**src/rtl/fibonacci_index.sv**
```systemverilog
// Fibonacci index finder: walks F(0), F(1), ... one comparison per clock and
// reports the exact or floor index of a 32-bit value through a start/done handshake.
module fibonacci_index (
    input  logic        clk,
    input  logic        rst,
    input  logic        st,
    input  logic [31:0] x,
    output logic [7:0]  idx,
    output logic        hit,
    output logic        done,
    output logic        busy
);

    typedef enum logic [1:0] {
        IDLE   = 2'd0,
        SEARCH = 2'd1,
        DONE   = 2'd2
    } state_t;

    localparam logic [7:0] K_MAX = 8'd47;

    state_t      state;
    state_t      state_nxt;
    logic [31:0] xr;
    logic [31:0] xr_nxt;
    logic [31:0] a;
    logic [31:0] a_nxt;
    logic [31:0] b;
    logic [31:0] b_nxt;
    logic [7:0]  k;
    logic [7:0]  k_nxt;
    logic [7:0]  idx_nxt;
    logic        hit_nxt;
    logic        done_nxt;
    logic        busy_nxt;

    // State, datapath and output registers with synchronous reset.
    always_ff @(posedge clk) begin
        if (rst) begin
            state <= IDLE;
            xr    <= 32'd0;
            a     <= 32'd0;
            b     <= 32'd0;
            k     <= 8'd0;
            idx   <= 8'd0;
            hit   <= 1'b0;
            done  <= 1'b0;
            busy  <= 1'b0;
        end else begin
            state <= state_nxt;
            xr    <= xr_nxt;
            a     <= a_nxt;
            b     <= b_nxt;
            k     <= k_nxt;
            idx   <= idx_nxt;
            hit   <= hit_nxt;
            done  <= done_nxt;
            busy  <= busy_nxt;
        end
    end

    // Next-state and next-datapath logic; the search stops at the first term >= target.
    always_comb begin
        state_nxt = state;
        xr_nxt    = xr;
        a_nxt     = a;
        b_nxt     = b;
        k_nxt     = k;
        idx_nxt   = idx;
        hit_nxt   = hit;
        case (state)
            IDLE: begin
                if (st) begin
                    xr_nxt    = x;
                    a_nxt     = 32'd0;
                    b_nxt     = 32'd1;
                    k_nxt     = 8'd0;
                    state_nxt = SEARCH;
                end else begin
                    state_nxt = IDLE;
                end
            end
            SEARCH: begin
                if (a == xr) begin
                    hit_nxt   = 1'b1;
                    idx_nxt   = k;
                    state_nxt = DONE;
                end else if (a > xr) begin
                    // a overshot, so the previous term is the floor; k >= 1 here since F(0)=0
                    hit_nxt   = 1'b0;
                    idx_nxt   = k - 8'd1;
                    state_nxt = DONE;
                end else if (k == K_MAX) begin
                    hit_nxt   = 1'b0;
                    idx_nxt   = K_MAX;
                    state_nxt = DONE;
                end else begin
                    // b wraps after F(47); it is never compared, so the wrap is harmless
                    a_nxt     = b;
                    b_nxt     = a + b;
                    k_nxt     = k + 8'd1;
                    state_nxt = SEARCH;
                end
            end
            DONE: begin
                state_nxt = IDLE;
            end
            default: begin
                state_nxt = IDLE;
            end
        endcase
        done_nxt = (state_nxt == DONE);
        busy_nxt = (state_nxt != IDLE);
    end

endmodule

```
**config.mk**
```make
export PLATFORM = sky130hd
export DESIGN_NAME = fibonacci_index
export DESIGN_NICKNAME = d
export VERILOG_FILES = /design/src/rtl/fibonacci_index.sv
export SDC_FILE = /design/constraint.sdc
export NUM_CORES = 1
export LEC_CHECK = 0
export ABC_AREA = 1
export ABC_CLOCK_PERIOD_IN_PS = 3000
export CORE_MARGIN = 3
export CORE_UTILIZATION = 40
export DETAILED_ROUTE_END_ITERATION = 8
export PLACE_DENSITY = 0.68
export SLEW_MARGIN = 15
export SYNTH_ARGS = -nofsm -noshare
export SYNTH_HDL_FRONTEND = slang
export SYNTH_SLANG_ARGS = --single-unit
```
**constraint.sdc**
```tcl
create_clock -name clk -period 3 [get_ports clk]
set_input_delay 0.3 -clock clk [delete_from_list [all_inputs] [get_ports clk]]
set_output_delay 0.3 -clock clk [all_outputs]
set_load 0.02 [all_outputs]
```
* After elaboration in Yosys (flattened, before gate mapping)
Cells that the tools add are included.
** Storage, ports and cells
- Bits of input ports :: 35
- Output and inout bits :: 11
- Register bits after elaboration :: 117
** Operators by class
- Add/subtract/negate cells :: 3
- Reductions and logical operators :: 7
- Equal/unequal tests :: 8
- Mux-type cells :: 26
- Magnitude comparators :: 1
** Operator list (number)
- 32-bit 2-to-1 mux :: 8
- 32-bit one-hot mux with 2 select lines :: 2
- 8-bit 2-to-1 mux :: 7
- 32-bit adder :: 1
- 32-bit equality test :: 1
- 32-bit > comparator :: 1
- 8-bit one-hot mux with 2 select lines :: 1
- 8-bit by 1-bit adder with 8-bit output, second input constant :: 1
- 8-bit by 6-bit equality test with 1-bit output, second input constant :: 1
- 2-bit inequality test, second input constant :: 4
- 8-bit by 1-bit subtractor with 8-bit output, second input constant :: 1
- 2-bit 2-to-1 mux :: 3
- 5-bit AND reduction :: 1
- 1-bit 2-to-1 mux :: 4
- 2-bit one-hot mux with 2 select lines :: 1
- 2-bit AND reduction :: 2
- 2-bit nonzero test :: 2
- 3-bit nonzero test :: 1
- 2-bit by 1-bit equality test with 1-bit output, second input constant :: 1
- 2-bit equality test, second input constant :: 1
- 2-bit zero test :: 1

* Longest topological paths before layout
Gate-level depths: netlist of run 1.
- Depth after elaboration :: 6
- Gate-level depth with buffers :: 18
- Mapped depth without buffers :: 16

* Worst setup path after synthesis of run 1
OpenSTA, ideal clock, no wires.
- Path kind :: reg-to-reg
- Start point :: register a[27]
- End point :: register b[22]
- Path slack :: 0.954 ns
- Arrival time :: 1.933 ns
- Stages on the path, launching flop included :: 13
- Buffers on the path :: 2
- Period minus slack after synthesis :: 2.046 ns
- Library setup time :: 0.113 ns
- Required time :: 2.887 ns
- Cells stage by stage :: dfxtp_1 > ha_1 > a21o_1 > o21ai_1 > nand2_1 > a21oi_2 > nand3_4 > nand2_4 > nand3_2 > buf_6 > buf_4 > nor2_1 > nor2_1
** Between the ends
- Word-level cells in the longest chain between the ends :: 3
- Elaborated cells between the ends (all ways) :: 5
- Those cells by class :: 1 x order compare; 3 x eq/ne; 1 x reduce/logical
** RTL lines
- from (decl) :: RTL line 26 : logic [31:0] a;
- from (signal assigned) :: RTL line 52 : a <= a_nxt;
- 32-bit > comparator or 32-bit equality test (tied branches) :: RTL line 88, 84
- 2-bit inequality test (no line)
- 5-bit AND reduction (no line) *
- to (signal assigned) :: RTL line 53 : b <= b_nxt;
- to (decl) :: RTL line 28 : logic [31:0] b;
Every way passes the cells marked *; elsewhere a longest branch is shown, timed or not.
A chain may end at the register's enable or synchronous reset.

* Worst setup path in the final report of run 1
- Start point :: register a[7]
- End point :: register a[10]
** Between the ends
- Word-level cells in the longest chain between the ends :: 3
- Elaborated cells between the ends (all ways) :: 5
- Those cells by class :: 1 x order compare; 3 x eq/ne; 1 x reduce/logical
** RTL lines (RTL line)
- 32-bit > comparator or 32-bit equality test (tied branches) :: 88, 84
- 2-bit inequality test (no line)
- 5-bit AND reduction (no line) *
Marked as above.

==> results of run 1 <==
-- synthesized netlist by cell type (2+ instances only) --
| master | instances | area [um2] |
|---|---|---|
| sky130_fd_sc_hd__nand2_1 | 420 | 1580 |
| sky130_fd_sc_hd__inv_1 | 217 | 815 |
| sky130_fd_sc_hd__nor2_1 | 209 | 785 |
| sky130_fd_sc_hd__dfxtp_1 | 117 | 2340 |
| sky130_fd_sc_hd__a21oi_1 | 83 | 415 |
| sky130_fd_sc_hd__nand4_1 | 66 | 413 |
| sky130_fd_sc_hd__ha_1 | 65 | 813 |
| sky130_fd_sc_hd__o21ai_0 | 57 | 285 |
| sky130_fd_sc_hd__nand3_1 | 49 | 245 |
| sky130_fd_sc_hd__clkbuf_1 | 36 | 135 |
| sky130_fd_sc_hd__inv_2 | 15 | 56.3 |
| sky130_fd_sc_hd__nand3b_1 | 9 | 67.6 |
| sky130_fd_sc_hd__nor3_1 | 9 | 45.0 |
| sky130_fd_sc_hd__buf_1 | 5 | 18.8 |
| sky130_fd_sc_hd__buf_6 | 5 | 56.3 |
| sky130_fd_sc_hd__or2_2 | 5 | 31.3 |
| sky130_fd_sc_hd__buf_2 | 4 | 20.0 |
| sky130_fd_sc_hd__a21o_1 | 3 | 22.5 |
| sky130_fd_sc_hd__o21ai_1 | 3 | 15.0 |
| sky130_fd_sc_hd__buf_4 | 2 | 15.0 |
| sky130_fd_sc_hd__o21a_1 | 2 | 15.0 |
| sky130_fd_sc_hd__xor2_1 | 2 | 17.5 |
-- cell families (layout without fill, tap and decap cells) --
kind of cell | count (synthesis) | in the layout | synth area share, %
flip-flops | 117 | 117 | 28.2
adder cells (fa/ha/maj) | 66 | 66 | 10.0
AO/OA/AOI/OAI | 151 | 151 | 9.34
AND/OR/NAND/NOR | 772 | 772 | 38.7
XOR/XNOR | 2 | 2 | 0.211
buffers and inverters | 285 | 323 | 13.5
-- metrics by stage --
step / instance area [um2] / cells / setup WS (ns)
final: 9580 / 1701 / 0.274
after global routing: 9580 / 1701 / 0.0390
after CTS: 9580 / 1701 / 0.283
after detailed placement: 9000 / 1670 / 0.327
after global placement: 9000 / 1670 / 0.374
after floorplan: 8300 / 1393 / 0.954
-- registers in the layout, summed over array words and instances (netlist names) --
register	cells
a	32
k	8
b	32
idx	8
hit	1
busy	1
done	1
state	2
xr	32
-- per-layer routing --
layer | vias to the layer above | GRT usage [%] | wire length [um]
met5 | - | 0 | 0
met4 | 0 | 6.59 | 433
met3 | 33 | 3.30 | 1160
met2 | 252 | 33.8 | 10500
met1 | 3775 | 27.6 | 10700
li1 | 4416 | - | -
-- critical path, delay by kind of cell (launching register included) --
kind,cells,cell delay [ns]
flops,1,0.34
fa+ha+maj,1,0.32
simple gates,10,1.48
buf+inv,2,0.46
-- power by group --
part / switching [uW] / internal (uW)
logic: 3390 / 1820
clock network: 734 / 1280
registers: 347 / 2030
-- path summary, 6_finish.rpt --
path               start     end  slack, ns  cells past startpoint
setup / recovery    a[7]   a[10]       0.27                     13
hold / removal    xr[21]  xr[21]       0.46                      2
setup reg to reg    a[7]   a[10]       0.27                     13
hold reg to reg   xr[21]  xr[21]       0.46                      2
-- final cells by class --
type / count / share of cell area [%]
multi-input cells: 991 / 50.8
flip-flops and latches: 117 / 24.4
inverters: 233 / 9.13
repair buffers: 59 / 6.06
clock buffers: 22 / 4.95
well taps: 270 / 3.53
clock inverters: 9 / 1.07
==> flow_metrics.env, run 1 <==
export IMPL_status="complete, no violations"
export IMPL_timing_critical_path_slowest_stage_cell="sky130_fd_sc_hd__buf_4"
export IMPL_finish_utilization_pct=47.2
export IMPL_min_path_type="flip-flop to flip-flop"
export IMPL_share_of_post_route_cells_with_drive_strength_above_1_pct=4.96
export IMPL_worstPathArrival_ns=3.04
export IMPL_floorplan_initialDensity_pct=40.9
export IMPL_crit_path_max_incr_delay_ns=0.37
export IMPL_cts_reportedPaths_clkPinSlew_ns=0.05
export IMPL_tritoncts="yes"
export IMPL_floorplan_die_width_um=150
export IMPL_cts_root_buffer="sky130_fd_sc_hd__clkbuf_16"
export IMPL_minimum_clock_period_after_layout_ns=2.73
export IMPL_floorplan_core_area_um2=20300
export IMPL_async_flop_share_pct=0
export IMPL_most_frequent_standard_cell_in_the_layout_excluding_fill_and_tap_cells="sky130_fd_sc_hd__nand2_1"
export IMPL_cts_repair_timing_setup_buffer_count=0
export IMPL_tightest_slew_ns=0.769
export IMPL_cts_max_path_buffers=2
export IMPL_place_port_buffers=45
export IMPL_required_ns=3.31
export IMPL_ys_warnings_count=0
export IMPL_synth_edff_count=0
export IMPL_number_of_global_route_vias_before_repair=7787
export IMPL_rsz0062_at_grt="false"
export IMPL_critPathCaptureType="flip-flop"
export IMPL_globalRoute_totalOverflow=0
export IMPL_multi_input_area_um2=4870
export IMPL_powerDensity_nw_per_um2=1000
export IMPL_slew_viol_final=0
export IMPL_max_freq_mhz=367
export IMPL_drt_antenna_violating_nets=0
export IMPL_postSynthRegisterBits=117
export IMPL_grt_pass1_wl_mm=37.6
export IMPL_area_sequential_um2=2340
export IMPL_postSynthCellCount=1393
export IMPL_cts_buffers=17
export IMPL_cp_cell_sequence="ha_1 > nand2_1 > nor2_1 > inv_1 > nor3_1 > nand2_1 > nand3_4 > nand2_4 > nand3_4 > buf_4 > nand2_1 > nand2_1 > nor2_1"
export IMPL_setup_viol=0
export IMPL_hold_fix_buffers_cts=0
export IMPL_die_height_um=150
export IMPL_average_routed_wire_per_standard_cell_um=13.4
export IMPL_path_common_cell="sky130_fd_sc_hd__nand2_1"
export IMPL_clkLatencyLatePin_ns=0.43
export IMPL_synthDistinctLibCells=32
export IMPL_post_synth_instance_area_um2=8300
export IMPL_groute_usage_overall_pct=20.6
export IMPL_area_growth_syn_to_layout_pct=15.4
export IMPL_ios=46
export IMPL_fraction_of_the_cycle_the_final_worst_path_needs_pct=90.9
export IMPL_fin_hold_ws_ns=0.460
export IMPL_post_drt_via_cell_ratio=4.98
export IMPL_routability_congestion_estimate_from_global_placement=0.927
export IMPL_cellLeakagePower_uw=0.00488
export IMPL_timing_max_cap_violations=0
export IMPL_firstDrtPassIters=6
export IMPL_cts_max_level=4
export IMPL_worst_path_max_fanout=35
export IMPL_die_area_um2=22500
export IMPL_synth_sequential_area_ratio_pct=28.2
export IMPL_routed_wl_mm=22.8
export IMPL_layout_cells_most_common_list="sky130_fd_sc_hd__nand2_1 (418), sky130_fd_sc_hd__inv_1 (217), sky130_fd_sc_hd__nor2_1 (209), sky130_fd_sc_hd__dfxtp_1 (117), sky130_fd_sc_hd__a21oi_1 (83)"
export IMPL_syn_num_nets=1494
export IMPL_synth_ff_type="sky130_fd_sc_hd__dfxtp_1"
export IMPL_irDropWorstVdd_v=0.000696
export IMPL_num_nets_final=1520
export IMPL_antenna_violations_before_repair=0
export IMPL_drt_initial_drc_count=643
export IMPL_grt_max_degree=64
export IMPL_cts_sinks=117
export IMPL_timing_clock_skew_ns=0.0132
export IMPL_half_perimeter_wire_length_of_the_detailed_placement_result_mm=16.7
export IMPL_critical_path_startpoint_type="flip-flop"
export IMPL_fillerInstances=2090
export IMPL_fin_total_pwr_uw=9600
export IMPL_timing_slew_headroom_pct=48.6
export IMPL_report_final_hold_viol_count=0
export IMPL_path_class="flip-flop to flip-flop"
export IMPL_cts_repair_resized=0
export IMPL_drc_errors=0
export IMPL_row_count=52
export IMPL_syn_mean_instance_area_um2=5.96
export IMPL_total_vias_in_the_final_route=8476
export IMPL_num_antenna_cells=0
export IMPL_fin_setup_tns_ns=0
No activity file was read; power rests on OpenSTA's default activity.
==> run 2: changes to the inputs <==
--- a/config.mk
+++ b/config.mk
@@ -6,11 +6,12 @@
 export NUM_CORES = 1
 export LEC_CHECK = 0
 export ABC_AREA = 1
-export ABC_CLOCK_PERIOD_IN_PS = 3000
-export CORE_MARGIN = 3
+export ABC_CLOCK_PERIOD_IN_PS = 2500
+export CORE_MARGIN = 1
 export CORE_UTILIZATION = 40
 export DETAILED_ROUTE_END_ITERATION = 8
-export PLACE_DENSITY = 0.68
+export DONT_BUFFER_PORTS = 1
+export PLACE_DENSITY = 0.67
 export SLEW_MARGIN = 15
 export SYNTH_ARGS = -nofsm -noshare
 export SYNTH_HDL_FRONTEND = slang
==> constraint.sdc (replaced) <==
create_clock -name clk -period 2.5 [get_ports clk]
set_input_delay 0.25 -clock clk [delete_from_list [all_inputs] [get_ports clk]]
set_output_delay 0.25 -clock clk [all_outputs]
set_load 0.02 [all_outputs]
==> run 2 against run 1 <==
  * Critical path depth shrank 2
  * Clock power increased by 20%
  * First-iteration DRC count fell by 13%
  * Largest power group unchanged
  * Largest cell class unchanged
  * Total power up 21%
  * Core utilization is 1.5 points lower
==> flow_metrics.env, run 2 (synthesis results as in run 1) <==
export IMPL_layout_cells_most_common_list="sky130_fd_sc_hd__nand2_1 (416), sky130_fd_sc_hd__inv_1 (217), sky130_fd_sc_hd__nor2_1 (204), sky130_fd_sc_hd__dfxtp_1 (117), sky130_fd_sc_hd__a21oi_1 (83)"
export IMPL_grt_pass1_wl_mm=36.9
export IMPL_ios=46
export IMPL_max_freq_mhz=434
export IMPL_cp_cell_sequence="ha_1 > a21o_1 > o21ai_1 > nand2_1 > a21oi_4 > nand3_4 > nand2_4 > nand3_4 > clkbuf_16 > nor2_1 > nor2_1"
export IMPL_top_regs="a: 32 flops, b: 32 flops, xr: 32 flops"
export IMPL_timing_clock_skew_ns=0.00838
export IMPL_crit_reg2reg_launch="a[27]"
export IMPL_rsz0062_at_grt="false"
export IMPL_clkLatencyLatePin_ns=0.43
export IMPL_met2_layer_wire_length_in_the_routed_design_mm=10.1
export IMPL_worst_path_max_fanout=26
export IMPL_multi_input_area_um2=4900
export IMPL_floorplan_initialDensity_pct=40.9
export IMPL_die_height_um=146
export IMPL_antenna_violations_before_repair=0
export IMPL_min_delay_path_depth=2
export IMPL_area_growth_syn_to_layout_pct=11.7
export IMPL_path_class="flip-flop to flip-flop"
export IMPL_critPathCaptureType="flip-flop"
export IMPL_average_routed_wire_per_standard_cell_um=13.5
export IMPL_floorplan_die_width_um=146
export IMPL_drt_initial_drc_count=559
export IMPL_detailroute_wirelength_met3_mm=1.07
export IMPL_worst_path_buf_inv=1
export IMPL_crit_path_max_incr_delay_ns=0.41
export IMPL_most_frequent_standard_cell_in_the_layout_excluding_fill_and_tap_cells="sky130_fd_sc_hd__nand2_1"
export IMPL_routability_congestion_estimate_from_global_placement=0.941
export IMPL_firstDrtPassIters=5
export IMPL_report_final_hold_viol_count=0
export IMPL_timing_hold_worst_start="x[0]"
export IMPL_timing_critical_path_slowest_stage_cell="sky130_fd_sc_hd__dfxtp_1"
export IMPL_finish_utilization_pct=45.7
export IMPL_grt_max_degree=55
export IMPL_timing_max_cap_violations=0
export IMPL_die_area_um2=21300
export IMPL_floorplan_core_area_um2=20300
export IMPL_min_delay_worst_endpoint="xr[0]"
export IMPL_tightest_slew_ns=0.445
export IMPL_cts_reportedPaths_clkPinSlew_ns=0.06
export IMPL_drc_errors=0
export IMPL_groute_usage_overall_pct=21.4
export IMPL_share_of_post_route_cells_with_drive_strength_above_1_pct=6.17
export IMPL_cts_repair_timing_setup_buffer_count=0
export IMPL_status="complete, no violations"
export IMPL_area_sequential_um2=2340
export IMPL_num_antenna_cells=0
export IMPL_critical_path_startpoint_type="flip-flop"
export IMPL_dr_max_layer_used="met4"
export IMPL_cts_max_level=4
export IMPL_place_port_buffers=0
export IMPL_min_path_type="primary input to flip-flop"
export IMPL_cts_sinks=117
export IMPL_post_drt_via_cell_ratio=4.99
export IMPL_worstPathArrival_ns=2.62
export IMPL_half_perimeter_wire_length_of_the_detailed_placement_result_mm=16.1
export IMPL_powerDensity_nw_per_um2=1260
export IMPL_cts_buffers=17
export IMPL_globalRoute_totalOverflow=0
export IMPL_row_count=52
export IMPL_drt_antenna_violating_nets=0
export IMPL_timing_slew_headroom_pct=70.3
export IMPL_fin_setup_tns_ns=0
export IMPL_irDropWorstVdd_v=0.000840
export IMPL_crit_reg_reg_endpoint="b[21]"
export IMPL_timing_reg2reg_setup_slack_ns=0.20
export IMPL_required_ns=2.82
export IMPL_number_of_global_route_vias_before_repair=7535
export IMPL_num_nets_final=1482
export IMPL_tritoncts="yes"
export IMPL_timing_critical_path_max_delay_family="simple AND/OR/NAND/NOR gates"
export IMPL_r2r_worst_path_cells=11
export IMPL_met1_length_mm=10.8
export IMPL_fillerInstances=2146
export IMPL_cts_root_buffer="sky130_fd_sc_hd__clkbuf_16"
export IMPL_total_vias_in_the_final_route=8307
export IMPL_minimum_clock_period_after_layout_ns=2.30
export IMPL_fraction_of_the_cycle_the_final_worst_path_needs_pct=92.1
export IMPL_setup_viol=0
export IMPL_cts_max_path_buffers=2
export IMPL_cellLeakagePower_uw=0.00476
export IMPL_routed_wl_mm=22.4
export IMPL_slew_viol_final=0
-- run 2: cell types whose count changed in the layout (fill, tap and decap cells not counted), sizes merged --
cell	change
buf	+4
clkbuf	-2
clkdlybuf4s50	-45
clkinv	+4
dlygate4sd3	+2
-- run 2: report_power, final --
part,total (uW),internal [uW],switching [uW]
clock,2420,1480,939
combinational,6280,2210,4070
sequential,2950,2440,509
-- run 2: per-layer routing --
layer / vias up / track usage, %
li1: 4328 / -
met1: 3747 / 28.3
met2: 198 / 35.0
met3: 34 / 3.81
met4: 0 / 7.08
met5: - / 0
-- run 2: repair_timing --
action	4_1_cts	5_1_grt
hold endpoints to repair	9	0
hold buffers	2	0
setup endpoints to repair	0	75
resized for setup	0	9
-- run 2: worst max-delay path by stage --
| stage | from | end | slack [ns] | cells after the start |
|---|---|---|---|---|
| CTS | xr[23] | b[15] | 0.08 | 14 |
| floorplan | a[27] | b[22] | 0.45 | 12 |
| global route | a[7] | a[15] | 0.01 | 15 |
| detailed placement | a[27] | a[19] | 0.11 | 13 |
| global placement | a[27] | b[26] | 0.18 | 13 |
| finish | a[27] | b[21] | 0.20 | 11 |
-- run 2: stage by stage --
| stage | total power [uW] | hold WS, ns | std cells | worst slack (ns) | cell area [um2] |
|---|---|---|---|---|---|
| 4_1_cts | 11500 | 0.0144 | 1663 | 0.0767 | 9220 |
| 3_5_place_dp | 9030 | 0.324 | 1629 | 0.111 | 8620 |
| 3_3_place_gp | 8910 | 0.323 | 1629 | 0.183 | 8620 |
| 6_report | 11700 | 0.0174 | 1664 | 0.198 | 9270 |
| 5_1_grt | 12700 | 0.0245 | 1664 | 0.0129 | 9270 |
| 2_1_floorplan | 7610 | 0.407 | 1393 | 0.454 | 8300 |
-- run 2: area by class of cell --
class                      count  area share (%)
sequential                   117            25.3
clock buffer                  19            4.78
clock inverter                13            1.44
multi-input combinational    991            52.8
inverter                     233            9.43
tap                          270            3.64
timing repair buffer          21            2.62
==> run 3: changes to the inputs <==
--- a/config.mk
+++ b/config.mk
@@ -11,7 +11,9 @@
 export CORE_UTILIZATION = 40
 export DETAILED_ROUTE_END_ITERATION = 8
 export DONT_BUFFER_PORTS = 1
+export GPL_TIMING_DRIVEN = 1
 export PLACE_DENSITY = 0.67
+export SETUP_SLACK_MARGIN = 0.1
 export SLEW_MARGIN = 15
 export SYNTH_ARGS = -nofsm -noshare
 export SYNTH_HDL_FRONTEND = slang
==> run 3 against run 2 <==
  * Clock skew hardly changed
  * First-iteration DRC count grew 13%
  * Via count grew 2.4%
  * Critical path depth grew 1
  * Cell count grew 0.84%
  * Count of clock-buffer cells in the layout unchanged
  * Global-route usage unchanged
  * Flip-flop and latch count unchanged
  * Combinational power rose by 15%
  * Cell area up 4.4%
  * Setup slack got worse by 0.036 ns
  * Wire length up 7.3%
  * Critical path type unchanged
  * Critical endpoint is now a[15]
==> flow_metrics.env, run 3 (synthesis results as in run 1) <==
export IMPL_fraction_of_the_cycle_the_final_worst_path_needs_pct=93.5
export IMPL_layout_cells_most_common_list="sky130_fd_sc_hd__nand2_1 (409), sky130_fd_sc_hd__inv_1 (214), sky130_fd_sc_hd__nor2_1 (199), sky130_fd_sc_hd__dfxtp_1 (105), sky130_fd_sc_hd__a21oi_1 (77)"
export IMPL_fin_hold_ws_ns=0.0147
export IMPL_antenna_violations_before_repair=0
export IMPL_cts_sinks=117
export IMPL_critical_path_startpoint_type="flip-flop"
export IMPL_cts_max_path_buffers=2
export IMPL_ios=46
export IMPL_firstDrtPassIters=5
export IMPL_cts_buffers=17
export IMPL_grt_max_degree=55
export IMPL_worstPathArrival_ns=2.66
export IMPL_routability_congestion_estimate_from_global_placement=0.941
export IMPL_minimum_clock_period_after_layout_ns=2.34
export IMPL_max_freq_mhz=428
export IMPL_place_port_buffers=0
export IMPL_timing_max_cap_violations=0
export IMPL_row_count=52
export IMPL_tightest_slew_ns=0.487
export IMPL_die_height_um=146
export IMPL_area_growth_syn_to_layout_pct=16.6
export IMPL_min_path_type="primary input to flip-flop"
export IMPL_timing_slew_headroom_pct=67.4
export IMPL_num_antenna_cells=0
export IMPL_share_of_post_route_cells_with_drive_strength_above_1_pct=10.4
export IMPL_required_ns=2.82
export IMPL_half_perimeter_wire_length_of_the_detailed_placement_result_mm=16.1
export IMPL_worst_path_max_fanout=7
export IMPL_rsz0062_at_grt="true"
export IMPL_top_regs="a: 32 flops, b: 32 flops, xr: 32 flops"
export IMPL_fin_setup_tns_ns=0
export IMPL_timing_clock_skew_ns=0.00860
export IMPL_tritoncts="yes"
export IMPL_grt_pass1_wl_mm=36.9
export IMPL_average_routed_wire_per_standard_cell_um=14.3
export IMPL_cellLeakagePower_uw=0.00488
export IMPL_clkLatencyLatePin_ns=0.43
export IMPL_floorplan_initialDensity_pct=40.9
export IMPL_path_class="flip-flop to flip-flop"
export IMPL_total_vias_in_the_final_route=8510
export IMPL_number_of_global_route_vias_before_repair=7539
export IMPL_critPathCaptureType="flip-flop"
export IMPL_die_area_um2=21300
export IMPL_status="complete, no violations"
export IMPL_num_nets_final=1496
export IMPL_floorplan_die_width_um=146
export IMPL_groute_usage_overall_pct=21.4
export IMPL_drt_antenna_violating_nets=0
export IMPL_drc_errors=0
export IMPL_globalRoute_totalOverflow=0
export IMPL_report_final_hold_viol_count=0
export IMPL_irDropWorstVdd_v=0.000761
export IMPL_slew_viol_final=0
export IMPL_cts_root_buffer="sky130_fd_sc_hd__clkbuf_16"
export IMPL_cts_reportedPaths_clkPinSlew_ns=0.06
export IMPL_most_frequent_standard_cell_in_the_layout_excluding_fill_and_tap_cells="sky130_fd_sc_hd__nand2_1"
export IMPL_setup_viol=0
export IMPL_routed_wl_mm=24.1
export IMPL_cts_max_level=4
export IMPL_post_drt_via_cell_ratio=5.07
export IMPL_drt_initial_drc_count=632
export IMPL_powerDensity_nw_per_um2=1300
export IMPL_floorplan_core_area_um2=20300
==> run 3: cell count changes in the layout (fill, tap and decap cells not counted), sizes merged <==
| cell | change |
|---|---|
| buf | +9 |
| clkbuf | +4 |
| nand3 | +1 |
==> run 3: layout make-up <==
type | instances | area, um2
Clock inverter | 13 | 134
Tap cell | 270 | 338
Inverter | 233 | 875
Timing Repair Buffer | 34 | 425
Multi-Input combinational cell | 992 | 5110
Clock buffer | 19 | 443
Fill cell | 2099 | 10600
Sequential cell | 117 | 2360
==> run 3: worst paths after layout <==
path                            startpoint      to  slack (ns)  cells past startpoint
worst max-delay path                 a[21]   a[15]        0.16                     12
worst min-delay path                  x[0]   xr[0]        0.01                      2
worst max register to register       a[21]   a[15]        0.16                     12
worst min register to register      xr[24]  xr[24]        0.46                      2
==> run 3: what timing repair did <==
action                                  CTS  global route
endpoints found under the setup margin   11            76
gates cloned                              0            10
hold buffers                              2             0
buffers inserted                          0             5
endpoints found under the hold margin     9             0
pin swaps                                 0            16
resized for setup                         1            58
==> run 3: metrics by stage <==
stage               cell area [um2]  power, uW  util [%]  setup slack (ns)  std cells
global route                   9680      13600      47.7            0.0528       1678
global placement               8620       8910      42.5             0.183       1629
CTS                            9220      11500      45.4             0.131       1663
floorplan                      8300       7610         -             0.454       1393
finish                         9680      12600      47.7             0.163       1678
detailed placement             8620       9030      42.5             0.111       1629
==> run 3: layer usage <==
layer  share of wire, %  vias up  track usage (%)
met4                2.2        0             7.08
met5                  0        -                0
met1                 46     3830             28.3
met3                6.0       43             3.81
met2                 45      270             35.0
li1                   -     4367                -
==> run 3: where the power goes <==
group / total, uW / switching (uW) / internal, uW / leakage (uW)
clock network: 2420 / 936 / 1480 / 0.000278
logic: 7200 / 4500 / 2700 / 0.00363
registers: 2980 / 535 / 2450 / 0.000970
total: 12600 / 5970 / 6640 / 0.00488
==> run 3: worst max-delay path, stage by stage (launching register included) <==
cell and delay (ns):
sky130_fd_sc_hd__dfxtp_2 0.38, sky130_fd_sc_hd__ha_4 0.22, sky130_fd_sc_hd__a21oi_2 0.15, sky130_fd_sc_hd__nor2_1 0.05, sky130_fd_sc_hd__nor2_1 0.15, sky130_fd_sc_hd__nand2_2 0.09, sky130_fd_sc_hd__a21oi_4 0.26, sky130_fd_sc_hd__nand3_4 0.14
sky130_fd_sc_hd__nand2_8 0.11, sky130_fd_sc_hd__nand3_4 0.22, sky130_fd_sc_hd__clkbuf_16 0.28, sky130_fd_sc_hd__nor2_2 0.12, sky130_fd_sc_hd__nor2_2 0.04
